$ cat config.mk
export PLATFORM = sky130hd
export DESIGN_NAME = dds_sweep_ctrl
export DESIGN_NICKNAME = d
export VERILOG_FILES = /design/src/rtl/dds_sweep_ctrl.sv
export SDC_FILE = /design/constraint.sdc
export NUM_CORES = 1
export LEC_CHECK = 0
export BUFFER_PORTS_ARGS = -buffer_cell sky130_fd_sc_hd__buf_2
export CELL_PAD_IN_SITES_DETAIL_PLACEMENT = 1
export CELL_PAD_IN_SITES_GLOBAL_PLACEMENT = 1
export CORE_MARGIN = 1.5
export CORE_UTILIZATION = 45
export CTS_CLUSTER_DIAMETER = 40
export CTS_CLUSTER_SIZE = 12
export DETAILED_ROUTE_END_ITERATION = 12
export GPL_TIMING_DRIVEN = 0
export PLACE_DENSITY_LB_ADDON = 0.12
export SETUP_SLACK_MARGIN = 0.3
export SLEW_MARGIN = 20
export SYNTH_ARGS = -nofsm -noshare
export SYNTH_HDL_FRONTEND = slang
export SYNTH_SLANG_ARGS = --single-unit
$ cat constraint.sdc
create_clock -name clk -period 6.75 [get_ports clk]
set_input_delay 2.025 -clock clk [delete_from_list [all_inputs] [get_ports clk]]
set_output_delay 2.025 -clock clk [all_outputs]
set_load 0.05 [all_outputs]
$ cat src/rtl/dds_sweep_ctrl.sv
// Frequency-sweep sequencer for the DDS core: steps fin from start_f to stop_f
// with a programmable dwell per point, in single, repeat or triangle mode.
module dds_sweep_ctrl #(
  parameter int FW = 24,
  parameter int DW = 16
) (
  input  logic          clk,
  input  logic          rst_n,
  input  logic          cfg_we,
  input  logic [FW-1:0] cfg_start_f,
  input  logic [FW-1:0] cfg_stop_f,
  input  logic [FW-1:0] cfg_step,
  input  logic [DW-1:0] cfg_dwell,
  input  logic [1:0]    cfg_mode,
  input  logic          start,
  input  logic          abort,
  output logic [FW-1:0] fin,
  output logic          fin_upd,
  output logic          busy,
  output logic          done,
  output logic          err
);

  typedef enum logic {IDLE, DWELL} state_t;

  state_t        state, state_d;
  logic [FW-1:0] start_r, stop_r, step_r;
  logic [DW-1:0] dwell_r, cnt, cnt_d;
  logic [1:0]    mode_r;
  logic          dir_dn, dir_d;
  logic [FW-1:0] fin_d, up_nxt, dn_nxt;
  logic          upd_d, done_d, err_d;
  logic [FW:0]   up_sum, dn_dif;

  // One extra bit: carry out on the up leg, borrow (sign) on the down leg.
  assign up_sum = {1'b0, fin} + {1'b0, step_r};
  assign dn_dif = {1'b0, fin} - {1'b0, step_r};
  assign up_nxt = (up_sum > {1'b0, stop_r}) ? stop_r : up_sum[FW-1:0];
  assign dn_nxt = (dn_dif[FW] || (dn_dif[FW-1:0] < start_r)) ? start_r : dn_dif[FW-1:0];

  always_ff @(posedge clk or negedge rst_n) begin
    if (!rst_n) begin
      start_r <= '0;
      stop_r  <= '0;
      step_r  <= '0;
      dwell_r <= '0;
      mode_r  <= '0;
    end else if (cfg_we && state == IDLE) begin
      start_r <= cfg_start_f;
      stop_r  <= cfg_stop_f;
      step_r  <= cfg_step;
      dwell_r <= cfg_dwell;
      mode_r  <= cfg_mode;
    end
  end

  always_ff @(posedge clk or negedge rst_n) begin
    if (!rst_n) begin
      state   <= IDLE;
      fin     <= '0;
      fin_upd <= 1'b0;
      busy    <= 1'b0;
      done    <= 1'b0;
      err     <= 1'b0;
      dir_dn  <= 1'b0;
      cnt     <= '0;
    end else begin
      state   <= state_d;
      fin     <= fin_d;
      fin_upd <= upd_d;
      busy    <= (state_d == DWELL);
      done    <= done_d;
      err     <= err_d;
      dir_dn  <= dir_d;
      cnt     <= cnt_d;
    end
  end

  always_comb begin
    state_d = state;
    fin_d   = fin;
    upd_d   = 1'b0;
    done_d  = 1'b0;
    err_d   = 1'b0;
    dir_d   = dir_dn;
    cnt_d   = cnt;
    case (state)
      IDLE: begin
        if (start && !abort) begin
          if (step_r == '0 || start_r > stop_r) begin
            err_d = 1'b1;
          end else begin
            state_d = DWELL;
            fin_d   = start_r;
            cnt_d   = dwell_r;
            dir_d   = 1'b0;
            upd_d   = 1'b1;
          end
        end
      end
      DWELL: begin
        if (abort) begin
          state_d = IDLE;
        end else if (cnt != '0) begin
          cnt_d = cnt - 1'b1;
        end else begin
          cnt_d = dwell_r;
          upd_d = 1'b1;
          if (!dir_dn) begin
            if (fin == stop_r) begin
              case (mode_r)
                2'd1: fin_d = start_r;
                2'd2: begin
                  dir_d = 1'b1;
                  fin_d = dn_nxt;
                end
                default: begin
                  state_d = IDLE;
                  upd_d   = 1'b0;
                  done_d  = 1'b1;
                end
              endcase
            end else begin
              fin_d = up_nxt;
            end
          end else if (fin == start_r) begin
            // Turn around at the bottom without re-emitting start_f.
            dir_d = 1'b0;
            fin_d = up_nxt;
          end else begin
            fin_d = dn_nxt;
          end
        end
      end
      default: state_d = IDLE;
    endcase
  end

endmodule

* Word level (Yosys, flattened, before mapping) *
Cells that the tools add are included.

word-level totals
  register bits = 135
  bits of input ports = 95
  output and inout port bits = 28
  logic and storage cells = 84

cells by class
  $add $sub $neg = 3
  $lt $le $gt $ge = 3
  equal/unequal tests = 9
  mux-type cells = 45
  bitwise logic cells = 1
  reduce and logical (&&, ||, !) cells = 11

operator list
  operator               count
  $mux 24                9
  $pmux 24 s2            2
  $mux 16                4
  $eq 24x24->1           2
  $pmux 16 s2            1
  $mux 1                 26
  $add 24x24->25         1
  $gt 25x24->1           1
  $sub 24x24->25         1
  $gt 24x24->1           1
  $logic_not 24->1       1
  $lt 24x24->1           1
  $reduce_bool 16->1     1
  $sub 16x1->16 const B  1
  $ne 2x2->1 const B     3
  $pmux 1 s2             3
  $ne 5x3->1 const B     1
  $reduce_and 5->1       1
  $reduce_and 4->1       1
  $reduce_and 3->1       1
  $eq 2x1->1 const B     1
  $eq 2x2->1 const B     1
  $logic_and 1x1->1      2
  $logic_or 1x1->1       2
  other kinds (4)        4

* Logic depth before layout (Yosys ltp) *
Gate-level depths: netlist of the first run.

  word-level depth = 10
  depth in mapped cells = 22
  mapped depth without buffers = 21

* Worst setup path before layout of the first run *
No wires, ideal clock.

  path type = register -> register
  start = register fin[0]
  end = register fin[3]
  library setup time = 0.119 ns
  arrival time = 5.005 ns
  data required time = 6.631 ns
  path slack = 1.626 ns
  stages on the path, launching flop included = 23
  buffers on the path = 2
  period minus slack after synthesis = 5.124 ns
  cells stage by stage = dfrtp_1 > ha_1 > inv_1 > fa_1 > o21ba_2 > or4_1 > a31oi_1 > a31oi_1 > o31ai_1 > a21oi_1 > xor2_1 > ha_1 > nand4_1 > nor2_1 > a221oi_1 > a311oi_1 > o21ai_0 > and3_1 > buf_2 > buf_4 > mux2i_1 > o221ai_1 > o21a_1

between the ends
  longest elaborated chain between the ends = 10
  elaborated cells on any way between the ends = 18
  classes of those cells = add/sub: 2; order compare: 2; eq/ne: 3; mux: 9; reduce/logical: 2

RTL lines
  what                      RTL line  source
  start: declaration        17        output logic [FW-1:0] fin,
  start signal: assignment  69        fin <= fin_d;
  $sub 24x24->25            37        assign dn_dif = {1'b0, fin} - {1'b0, step_r};
  $lt 24x24->1              39        assign dn_nxt = (dn_dif[FW] || (dn_dif[FW-1:0] < start_r)) ? start_r : dn_dif[FW-1:0];
  $logic_or 1x1->1          39
  $mux 24                   39
  $pmux 24 s2               111       case (mode_r)
  $mux 24                   110       if (fin == stop_r) begin
  $mux 24                   109       if (!dir_dn) begin
  $mux 24                   104       end else if (cnt != '0) begin
  $mux 24                   102       if (abort) begin
  $pmux 24 s2               87        case (state)

Parallel ways exist; a longest one is shown, timed or not. The select of a mux whose other input is x is not followed.
A chain may end at the register's enable or synchronous reset.

* Final worst setup path of the first run *
  start = register fin[1]
  end = register fin[13]

Same word-level chain as after synthesis.

==> summary.txt, run 1 <==
STATUS
------------------------------------------------------------------------------------------
Outcome                                                                       finished clean

FLOORPLANNING
------------------------------------------------------------------------------------------
Initial Util                                                                         45.8%
Die width                                                                           160 um
Die Footprint                                                                    25600 um2
Number of top-level pins                                                               123
Standard-cell row count                                                                 57
Core region area                                                                 24200 um2
DIE HEIGHT                                                                          160 um

SETUP PATH
------------------------------------------------------------------------------------------
Capture point of the worst reg-to-reg path                                         fin[13]
Slack of the worst reg-to-reg path                                                 0.48 ns
Number of cell instances on the worst register-to-register path                         21
Worst reg2reg startpoint                                                            fin[1]
Endpoint of the worst setup timing path                                            fin[13]
Startpoint class of the critical path                                                 flop
Start-to-end type of the worst setup path                                     flop to flop
Worst setup path startpoint                                                         fin[1]
Worst-path fanout max                                                                   10
WP data required                                                                   7.09 ns
Capturing element type of the critical path                                           flop
Arrival time worst endpoint                                                        6.61 ns

FINISH
------------------------------------------------------------------------------------------
Final cell area excluding filler cells                                           12800 um2
Ant diodes                                                                               0
Proportion of layout cells with a drive suffix above 1                               15.0%
Post-layout nets                                                                      1678
Layout-stage area growth over the synthesis result                                   15.5%
Final core occ                                                                       52.9%

SYNTH
------------------------------------------------------------------------------------------
Top area cells in the synthesized netlist                                     dfrtp_1 (30%), ha_1 (14%), o21ai_0 (6.1%), xor2_1 (4.2%), nand2_1 (4.0%)
Share of synthesized cell area in full adder, half adder and majority cells          14.2%
Fraction of synthesized cell area taken by the top area cell type                    30.4%
Gate count of the mapped netlist                                                      1316
Sequential area share after synthesis                                                30.4%
Number of enable-type register cells in the synthesized netlist                          0
Synthesized-area fraction occupied by and/or/nand/nor cells                          14.9%
Xor/xnor share of the synthesized area                                               6.71%
Post-synth design cell area                                                      11100 um2
Main combinational cell family by area after synthesis                        compound AO/OA/AOI/OAI gates
Top-count cell post-synth                                                          o21ai_0
Share of the synthesized area in compound gates (AO/OA/AOI/OAI)                      22.9%
Yosys top cell by area                                                             dfrtp_1
Most frequent cells after synthesis                                           o21ai_0 (136), dfrtp_1 (135), ha_1 (123)
Share of async-settable or async-resettable flops after synthesis                     100%
Top FF cell, synth                                                                 dfrtp_1
Synthesis warning total                                                                  0
Count of cell types in the netlist                                                      72
Synthesized area divided by synthesized cell count                                8.43 um2
Mux cell area share after synthesis                                                  4.79%
Nets in the synthesized netlist                                                       1536
Synthesized flop and latch total                                                       135

DETAILED ROUTING
------------------------------------------------------------------------------------------
Number of DRC violations after detailed routing                                          0
Vias per Instance                                                                     6.16
Vias after detailed routing                                                          11100
Number of DRC markers in iteration 0                                                   800
Remaining antenna violation count after routing                                          0
Wire length per cell after detailed routing                                        24.6 um
Pre-antenna DRT Iters                                                                    7
Routed wire length                                                                 44.2 mm

TIMING
------------------------------------------------------------------------------------------
Final count of negative-setup-slack endpoints                                            0
Clock Skew                                                                       0.0166 ns
Rel. slew slack                                                                      33.4%
Worst Tran Pin Value                                                              0.999 ns
Final setup TNS                                                                       0 ns
Unrepaired setup endpoints after global routing                                       true
Maximum clock frequency                                                            160 MHz
Worst hold slack                                                                  0.512 ns
Slew Viols, Final                                                                        0
Min Tclk post-route                                                                6.27 ns
Hold Violations, Final                                                                   0
Period utilisation layout                                                            92.8%

CTS
------------------------------------------------------------------------------------------
H-tree depth reported by CTS                                                             4
CTS tree                                                                               yes
Root buffer selected by CTS                                                      clkbuf_16
Number of buffers on the longest clock path                                              2
Cts bufs inserted                                                                       17
Number of sinks handled by clock tree synthesis                                        135
Setup Buffers After CTS                                                                  0
Clock edge transition at the registers on the reported setup and hold paths        0.08 ns
Clock latency reported for the late side of the worst-skew pair                    0.45 ns

PLACE
------------------------------------------------------------------------------------------
Final weighted congestion in routability-driven placement                            0.964
DP Area                                                                          12200 um2
Post-DP HPWL                                                                       34.7 mm
Buffers added on ports                                                                 122

GRT
------------------------------------------------------------------------------------------
Overall fraction of global-route tracks in use                                       35.0%
Global-route wire length before repair                                             67.2 mm
Grt ovf                                                                                  0
Initial antenna violation count                                                          1
Number of global-route vias before repair                                            11300
Maximum number of pins on one net before global-route repair                            78

RUN
------------------------------------------------------------------------------------------
Max-cap violation count                                                                  0

MIN PATH
------------------------------------------------------------------------------------------
Classification of the worst-slack hold path                                   flop to flop

[worst min path at each step]
stage,from,endpoint,depth (start not counted)
after floorplan,cnt[10],cnt[10],2
after global placement,dwell_r[9],dwell_r[9],1
after detailed placement,dwell_r[9],dwell_r[9],1
after CTS,dwell_r[13],dwell_r[13],1
after global routing,dwell_r[13],dwell_r[13],1
final,dwell_r[9],dwell_r[9],1
[per-layer routing]
metal / track usage (%) / wire length, um / share of wire (%)
met4: 13.6 / 1680 / 3.8
met3: 6.55 / 3060 / 6.9
met2: 57.0 / 20600 / 47
met5: 0 / 10 / 0.023
met1: 45.8 / 18800 / 43
[layout make-up]
type / instances / area, um2
timing repair buffer: 123 / 648
buffer: 57 / 240
sequential: 135 / 3380
inverter: 114 / 428
multi-input combinational: 1010 / 7120
clock inverter: 15 / 173
tap: 324 / 405
fill: 2951 / 11400
clock buffer: 17 / 425
[worst max-delay path, cell delays in order, from the launching register on]
cell	delay, ns
dfrtp_1	0.55
inv_1	0.11
fa_1	0.48
o21ba_2	0.25
or4_1	0.53
a31oi_2	0.26
a31oi_1	0.20
o31ai_1	0.32
a21oi_1	0.14
xor2_1	0.19
ha_1	0.36
nand4_1	0.18
nor3_2	0.38
o31ai_1	0.22
a311oi_1	0.45
o21ai_1	0.18
and3_1	0.17
buf_2	0.21
buf_4	0.25
mux2i_1	0.35
o21ai_0	0.14
o21a_1	0.22
[layout by cell type (no fill, tap or decap), types with 26 or more instances in the layout]
master	count
a21o_1	26
a21oi_1	86
buf_2	131
clkbuf_1	42
dfrtp_1	133
ha_1	123
inv_1	112
nand2_1	117
nor2_1	76
nor3_1	28
o21ai_0	135
xnor2_1	32
xor2_1	53
[state kept, by name, summed over array words and instances, names as in the netlist]
name / count
stop_r: 24
done: 1
dir_dn: 1
err: 1
dwell_r: 16
state: 1
mode_r: 2
step_r: 24
cnt: 16
fin: 24
start_r: 24
fin_upd: 1
[per-stage QoR]
stage,setup slack [ns],std cells
floorplan,1.63,1316
CTS,0.318,1795
global placement,-0.196,1762
detailed placement,0.0994,1763
global route,0.292,1795
finish,0.484,1795
[cell families (layout without fill, tap and decap cells)]
kind of cell,count (synthesis),in the layout
buffers and inverters,171,326
multiplexers,50,50
AO/OA/AOI/OAI,405,405
XOR/XNOR,85,85
adder cells (fa/ha/maj),125,125
flip-flops,135,135
AND/OR/NAND/NOR,345,345
[repair_timing]
item                                   in CTS  in global routing
resized for setup                           5                 11
hold buffers                                0                  0
endpoints found under the hold margin       0                  0
setup endpoints to repair                  18                 24
pin swaps                                   0                  0
Power of run 1 is not shown: default switching activity piles up to over one toggle a cycle in this logic, so the estimate is an artifact.
==> inputs of run 2 (changes only) <==
--- a/config.mk
+++ b/config.mk
@@ -15,6 +15,7 @@
 export DETAILED_ROUTE_END_ITERATION = 12
 export GPL_TIMING_DRIVEN = 0
 export PLACE_DENSITY_LB_ADDON = 0.12
+export RECOVER_POWER = 100
 export SETUP_SLACK_MARGIN = 0.3
 export SLEW_MARGIN = 20
 export SYNTH_ARGS = -nofsm -noshare
==> run 2 against run 1 <==
  * Highest routed layer unchanged
  * Design area shrank 0.67%
  * Register-to-register slack lost 0.12 ns
  * Die area unchanged
  * Utilization fell by 0.36 points
  * Global-route usage unchanged
  * Final cell count did not move
  * Sequential share of layout area grew 0.18 points
  * The flow now finishes with violations (capacitance limit, slew limit)
  * Non-clock buffer count unchanged
  * Worst setup slack worse by 0.12 ns
==> summary.txt, run 2 (synthesized netlist as in run 1, its figures left out) <==
TIMING
------------------------------------------------------------------------------------------
Final setup TNS                                                                       0 ns   unchanged
Maximum clock frequency                                                            157 MHz   -1.8%
Clock Skew                                                                       0.0156 ns   -0.00101 ns
Rel. slew slack                                                                      -159%   -190 points
Slew Viols, Final                                                                       59   +59
Period utilisation layout                                                            94.6%   +1.7 points
Min Tclk post-route                                                                6.38 ns   +0.118 ns
Worst hold slack                                                                  0.512 ns   -0.000377 ns
Unrepaired setup endpoints after global routing                                       true
Final count of negative-setup-slack endpoints                                            0   unchanged
Worst Tran Pin Value                                                               3.88 ns   +2.88 ns
Hold Violations, Final                                                                   0   unchanged

SETUP PATH
------------------------------------------------------------------------------------------
Capturing element type of the critical path                                           flop
Start-to-end type of the worst setup path                                     flop to flop
Crit-path cells                                                               inv_1, fa_1, o21ba_1, or4_1, a31oi_2, a31oi_1, o31ai_1, a21oi_1, xor2_1, ha_1, nand4_1, nor3_2, o31ai_1, a311oi_1, o21ai_1, nand3_1, clkbuf_1, nor2_1, a211oi_1, o21a_1
Cell with the biggest individual delay on the critical path                       clkbuf_1
Worst-path fanout max                                                                   10   unchanged
Arrival time worst endpoint                                                        6.77 ns   +0.16 ns
Startpoint class of the critical path                                                 flop
Kind of cell with the highest combined delay on the critical path             compound AO/OA/AOI/OAI gates
Critical path's most frequent cell                                                 o31ai_1
Largest stage delay on the critical path                                           0.60 ns   +0.05 ns
Worst path bufs/invs                                                                     2   -1
WP data required                                                                   7.14 ns   +0.05 ns

DETAILED ROUTING
------------------------------------------------------------------------------------------
Vias after detailed routing                                                          11000   -0.32%
Number of DRC markers in iteration 0                                                   771   -3.6%
Wire length per cell after detailed routing                                        24.6 um   -0.10%
Routed wire length                                                                 44.1 mm   -0.10%
Number of DRC violations after detailed routing                                          0   unchanged
Vias per Instance                                                                     6.14   -0.32%
Pre-antenna DRT Iters                                                                    5   -2
Remaining antenna violation count after routing                                          0   unchanged

FLOORPLANNING
------------------------------------------------------------------------------------------
Initial Util                                                                         45.8%   unchanged
Standard-cell row count                                                                 57   unchanged
Die width                                                                           160 um   unchanged
DIE HEIGHT                                                                          160 um   unchanged
Number of top-level pins                                                               123   unchanged
Core region area                                                                 24200 um2   unchanged
Die Footprint                                                                    25600 um2   unchanged

GRT
------------------------------------------------------------------------------------------
Overall fraction of global-route tracks in use                                       35.0%   unchanged
Maximum number of pins on one net before global-route repair                            78   unchanged
Initial antenna violation count                                                          1   unchanged
Grt ovf                                                                                  0   unchanged
Global-route wire length before repair                                             67.2 mm   unchanged
Number of global-route vias before repair                                            11300   unchanged

FINISH
------------------------------------------------------------------------------------------
Final cell area excluding filler cells                                           12700 um2   -0.67%
Commonest non-fill, non-tap cell in the layout                                     o21ai_0
Final std cells w/o fill                                                              1795   unchanged
Post-layout nets                                                                      1678   unchanged
Proportion of layout cells with a drive suffix above 1                               12.3%   -2.7 points
Highest-count cells in the layout ignoring fill and taps                      o21ai_0 (136), dfrtp_1 (133), ha_1 (123), nand2_1 (117), inv_1 (112)
Layout-stage area growth over the synthesis result                                   14.8%
Ant diodes                                                                               0   unchanged

PLACE
------------------------------------------------------------------------------------------
# placed instances                                                                    1763   unchanged
Final weighted congestion in routability-driven placement                            0.964   unchanged
Post-DP HPWL                                                                       34.7 mm   unchanged
DP Area                                                                          12200 um2   unchanged
Buffers added on ports                                                                 122   unchanged

CTS
------------------------------------------------------------------------------------------
Number of buffers on the longest clock path                                              2   unchanged
Clock edge transition at the registers on the reported setup and hold paths        0.08 ns   about the same
Number of sinks handled by clock tree synthesis                                        135   unchanged
Root buffer selected by CTS                                                      clkbuf_16
CTS tree                                                                               yes
Cts bufs inserted                                                                       17   unchanged
Clock latency reported for the late side of the worst-skew pair                    0.45 ns   about the same
H-tree depth reported by CTS                                                             4   unchanged

MIN PATH
------------------------------------------------------------------------------------------
Classification of the worst-slack hold path                                   flop to flop

STATUS
------------------------------------------------------------------------------------------
Outcome                                                                       complete, but fails checks
Violated checks                                                               capacitance limit, slew limit

RUN
------------------------------------------------------------------------------------------
Max-cap violation count                                                                  1   +1

[run 2: cell count changes in the layout (fill, tap and decap cells not counted), moves of 2 or more]
cell      change
or4_1         +2
clkbuf_1     +34
or4_4         -2
buf_2        -31
[run 2: final timing paths]
path	startpoint	end	slack, ns	cells past startpoint
min in group asynchronous	rst_n	step_r[20]	2.91	1
max reg2reg	fin[1]	fin[11]	0.37	20
min reg2reg	dwell_r[9]	dwell_r[9]	0.51	1
max	fin[1]	fin[11]	0.37	20
min	dwell_r[9]	dwell_r[9]	0.51	1
max in group asynchronous	rst_n	step_r[0]	1.33	1
[run 2: area by class of cell]
cell class,count,area [um2]
fill,2964,11500
multi-input combinational,1010,7090
sequential,135,3380
timing repair buffer,123,602
inverter,114,428
clock buffer,17,425
tap,324,405
buffer,57,235
clock inverter,15,173
[run 2: worst reg2reg max path: cells and delay by family, from the launching register on]
kind	cells	cell delay (ns)
AO/OA/AOI/OAI	10	2.52
AND/OR/NAND/NOR	5	1.49
adder cells (fa/ha/maj)	2	0.84
buffers and inverters	2	0.72
flip-flops	1	0.56
XOR/XNOR	1	0.20
[run 2: what timing repair did]
item	in CTS	in global routing
gates resized for setup	5	11
setup endpoints to repair	18	24
hold buffers	0	0
setup buffers	0	0
[run 2: routing by layer]
layer  up-vias  GRT usage [%]  part of all wire, %
met2       412           57.0                   46
met4         2           13.6                  3.7
met1      5501           45.8                   43
met3        91           6.55                  6.9
met5         -              0                0.023
li1       5014              -                    -
[run 2: metrics by stage]
stage / utilization, % / setup slack [ns]
after floorplan: - / 1.63
after global placement: 50.0 / -0.196
after detailed placement: 50.1 / 0.0994
after CTS: 52.7 / 0.318
after global routing: 52.5 / 0.181
final: 52.5 / 0.366
Power of run 2 is left out for the same reason.
==> inputs of run 3 (changes only) <==
--- a/config.mk
+++ b/config.mk
@@ -5,7 +5,6 @@
 export SDC_FILE = /design/constraint.sdc
 export NUM_CORES = 1
 export LEC_CHECK = 0
-export BUFFER_PORTS_ARGS = -buffer_cell sky130_fd_sc_hd__buf_2
 export CELL_PAD_IN_SITES_DETAIL_PLACEMENT = 1
 export CELL_PAD_IN_SITES_GLOBAL_PLACEMENT = 1
 export CORE_MARGIN = 1.5
@@ -13,6 +12,7 @@
 export CTS_CLUSTER_DIAMETER = 40
 export CTS_CLUSTER_SIZE = 12
 export DETAILED_ROUTE_END_ITERATION = 12
+export DONT_BUFFER_PORTS = 1
 export GPL_TIMING_DRIVEN = 0
 export PLACE_DENSITY_LB_ADDON = 0.12
 export RECOVER_POWER = 100
==> run 3 against run 2 <==
  * The flow now finishes without violations
  * Via count fell by 4.2%
  * Maximum frequency fell by 0.11%
  * Register-to-register slack barely moved
  * First-iteration DRC count rose by 4.7%
  * Design area fell by 4.0%
  * Sequential share of layout area rose by 1.2 points
  * Clock skew fell by 0.0023 ns
  * Worst setup slack got worse by 0.0071 ns
  * Final cell count fell by 6.9%
  * Largest cell class unchanged
==> summary.txt, run 3 (synthesized netlist as in run 1, its figures left out) <==
STATUS
------------------------------------------------------------------------------------------
Outcome                                                                       finished clean

PLACE
------------------------------------------------------------------------------------------
Post-DP HPWL                                                                       33.7 mm   -2.8%
Buffers added on ports                                                                   0   -100%
Final weighted congestion in routability-driven placement                            0.968   +0.38%
# placed instances                                                                    1640   -7.0%
DP Area                                                                          11500 um2   -5.3%

GRT
------------------------------------------------------------------------------------------
Initial antenna violation count                                                          1   unchanged
Global-route track usage on met2                                                     55.2%   -1.8 points
Global routing usage on met3                                                         6.31%   -0.23 points
Maximum number of pins on one net before global-route repair                           136   +74%
Global-route wire length before repair                                             66.0 mm   -1.8%
Global routing's busiest layer                                                        met2
Grt ovf                                                                                  0   unchanged
Met1 usage                                                                           46.2%   +0.40 points
Overall fraction of global-route tracks in use                                       34.4%   -0.51 points
Number of global-route vias before repair                                            10700   -5.1%

TIMING
------------------------------------------------------------------------------------------
Min Tclk post-route                                                                6.39 ns   +0.00708 ns
Unrepaired setup endpoints after global routing                                      false
Slew Viols, Final                                                                        0   -100%
Clock Skew                                                                       0.0133 ns   -0.00228 ns
Worst Tran Pin Value                                                               1.33 ns   -2.55 ns
Rel. slew slack                                                                      10.3%   +170 points
Final setup TNS                                                                       0 ns   unchanged
Period utilisation layout                                                            94.7%   +0.10 points
Final count of negative-setup-slack endpoints                                            0   unchanged
Worst hold slack                                                                  0.519 ns   +0.00703 ns
Hold Violations, Final                                                                   0   unchanged
Maximum clock frequency                                                            156 MHz   -0.11%

CTS
------------------------------------------------------------------------------------------
H-tree depth reported by CTS                                                             4   unchanged
Clock latency reported for the late side of the worst-skew pair                    0.45 ns   about the same
Number of sinks handled by clock tree synthesis                                        135   unchanged
Root buffer selected by CTS                                                      clkbuf_16
Number of buffers on the longest clock path                                              2   unchanged
Clock edge transition at the registers on the reported setup and hold paths        0.08 ns   about the same
Setup Buffers After CTS                                                                  0   unchanged
CTS tree                                                                               yes
Cts bufs inserted                                                                       17   unchanged

DETAILED ROUTING
------------------------------------------------------------------------------------------
Pre-antenna DRT Iters                                                                    5   unchanged
Number of DRC violations after detailed routing                                          0   unchanged
Wire length per cell after detailed routing                                        26.2 um   +6.5%
Vias after detailed routing                                                          10600   -4.2%
Remaining antenna violation count after routing                                          0   unchanged
Number of DRC markers in iteration 0                                                   807   +4.7%
Vias per Instance                                                                     6.32   +2.9%
Routed wire length                                                                 43.8 mm   -0.75%

RUN
------------------------------------------------------------------------------------------
Max-cap violation count                                                                  0   -1

FLOORPLANNING
------------------------------------------------------------------------------------------
Initial Util                                                                         45.8%   unchanged
Die Footprint                                                                    25600 um2   unchanged
Die width                                                                           160 um   unchanged
Standard-cell row count                                                                 57   unchanged
Number of top-level pins                                                               123   unchanged
Core region area                                                                 24200 um2   unchanged
DIE HEIGHT                                                                          160 um   unchanged

FINISH
------------------------------------------------------------------------------------------
Final cell area excluding filler cells                                           12200 um2   -4.0%
Commonest non-fill, non-tap cell in the layout                                     o21ai_0
Layout-stage area growth over the synthesis result                                   10.1%
Post-layout nets                                                                      1555   -7.3%
Highest-count cells in the layout ignoring fill and taps                      o21ai_0 (135), dfrtp_1 (130), ha_1 (123), nand2_1 (116), inv_1 (112)
Ant diodes                                                                               0   unchanged
Final std cells w/o fill                                                              1672   -6.9%
Proportion of layout cells with a drive suffix above 1                               7.42%   -4.9 points

SETUP PATH
------------------------------------------------------------------------------------------
Number of cell instances on the worst register-to-register path                         20   unchanged
Arrival time worst endpoint                                                        6.73 ns   -0.04 ns
Worst path bufs/invs                                                                     3   +1
Slack of the worst reg-to-reg path                                                 0.36 ns   about the same
Largest stage delay on the critical path                                           0.76 ns   +0.16 ns
Kind of cell with the highest combined delay on the critical path             compound AO/OA/AOI/OAI gates
Start-to-end type of the worst setup path                                     flop to flop
Crit path depth                                                                         20   unchanged
Worst-path fanout max                                                                   10   unchanged
Startpoint class of the critical path                                                 flop
Capturing element type of the critical path                                           flop
Crit-path cells                                                               ha_1, clkbuf_1, or3_1, o211ai_1, a31oi_1, a31oi_1, a41oi_1, xor2_1, ha_1, nand3_1, nor2_1, a211oi_1, o21ai_0, o21ai_2, and3_1, clkbuf_4, buf_6, mux2i_1, o221ai_1, o21a_1
Cell with the biggest individual delay on the critical path                        dfrtp_1
WP data required                                                                   7.09 ns   -0.05 ns

MIN PATH
------------------------------------------------------------------------------------------
Classification of the worst-slack hold path                                   flop to flop
Hold path cells                                                                          1   unchanged

==> run 3: routing by layer <==
metal	vias to the layer above	wire length, um
met1	5325	19200
met5	-	0
met2	386	20100
met4	0	1500
li1	4772	-
met3	79	2900
==> run 3: final cells by class <==
type / instances / area [um2]
Buffer: 57 / 245
Clock buffer: 17 / 425
Clock inverter: 15 / 204
Fill cell: 2961 / 12000
Inverter: 114 / 428
Multi-Input combinational cell: 1010 / 7120
Sequential cell: 135 / 3390
Tap cell: 324 / 405
==> run 3: path summary, 6_finish.rpt <==
check,from,end
setup / recovery,fin[5],fin[3]
hold / removal,dwell_r[7],dwell_r[7]
setup reg to reg,fin[5],fin[3]
hold reg to reg,dwell_r[7],dwell_r[7]
max in group asynchronous,rst_n,fin[7]
min in group asynchronous,rst_n,step_r[15]
==> run 3: repair_timing <==
| action | 4_1_cts | 5_1_grt |
|---|---|---|
| hold buffers | 0 | 0 |
| hold endpoints to repair | 0 | 0 |
| setup endpoints to repair | 24 | 24 |
| pin swaps | 1 | 2 |
| gates resized for setup | 11 | 28 |
==> run 3: metrics by stage <==
| step | utilization, % | setup WS, ns |
|---|---|---|
| floorplan | - | 1.63 |
| global placement | 47.4 | -0.476 |
| detailed placement | 47.5 | -0.200 |
| CTS | 50.2 | 0.239 |
| global route | 50.4 | 0.157 |
| finish | 50.4 | 0.359 |
==> run 3: worst reg2reg max path, delay by kind of cell, from the launching register on <==
family	cells	cell delay (ns)
AOI/OAI and AO/OA	9	2.43
and+or+nand+nor	4	0.98
DFF	1	0.76
buffers and inverters	3	0.74
adders and majority gates	2	0.66
muxes	1	0.37
xor gates and xnor gates	1	0.36
Power of run 3 is left out for the same reason.
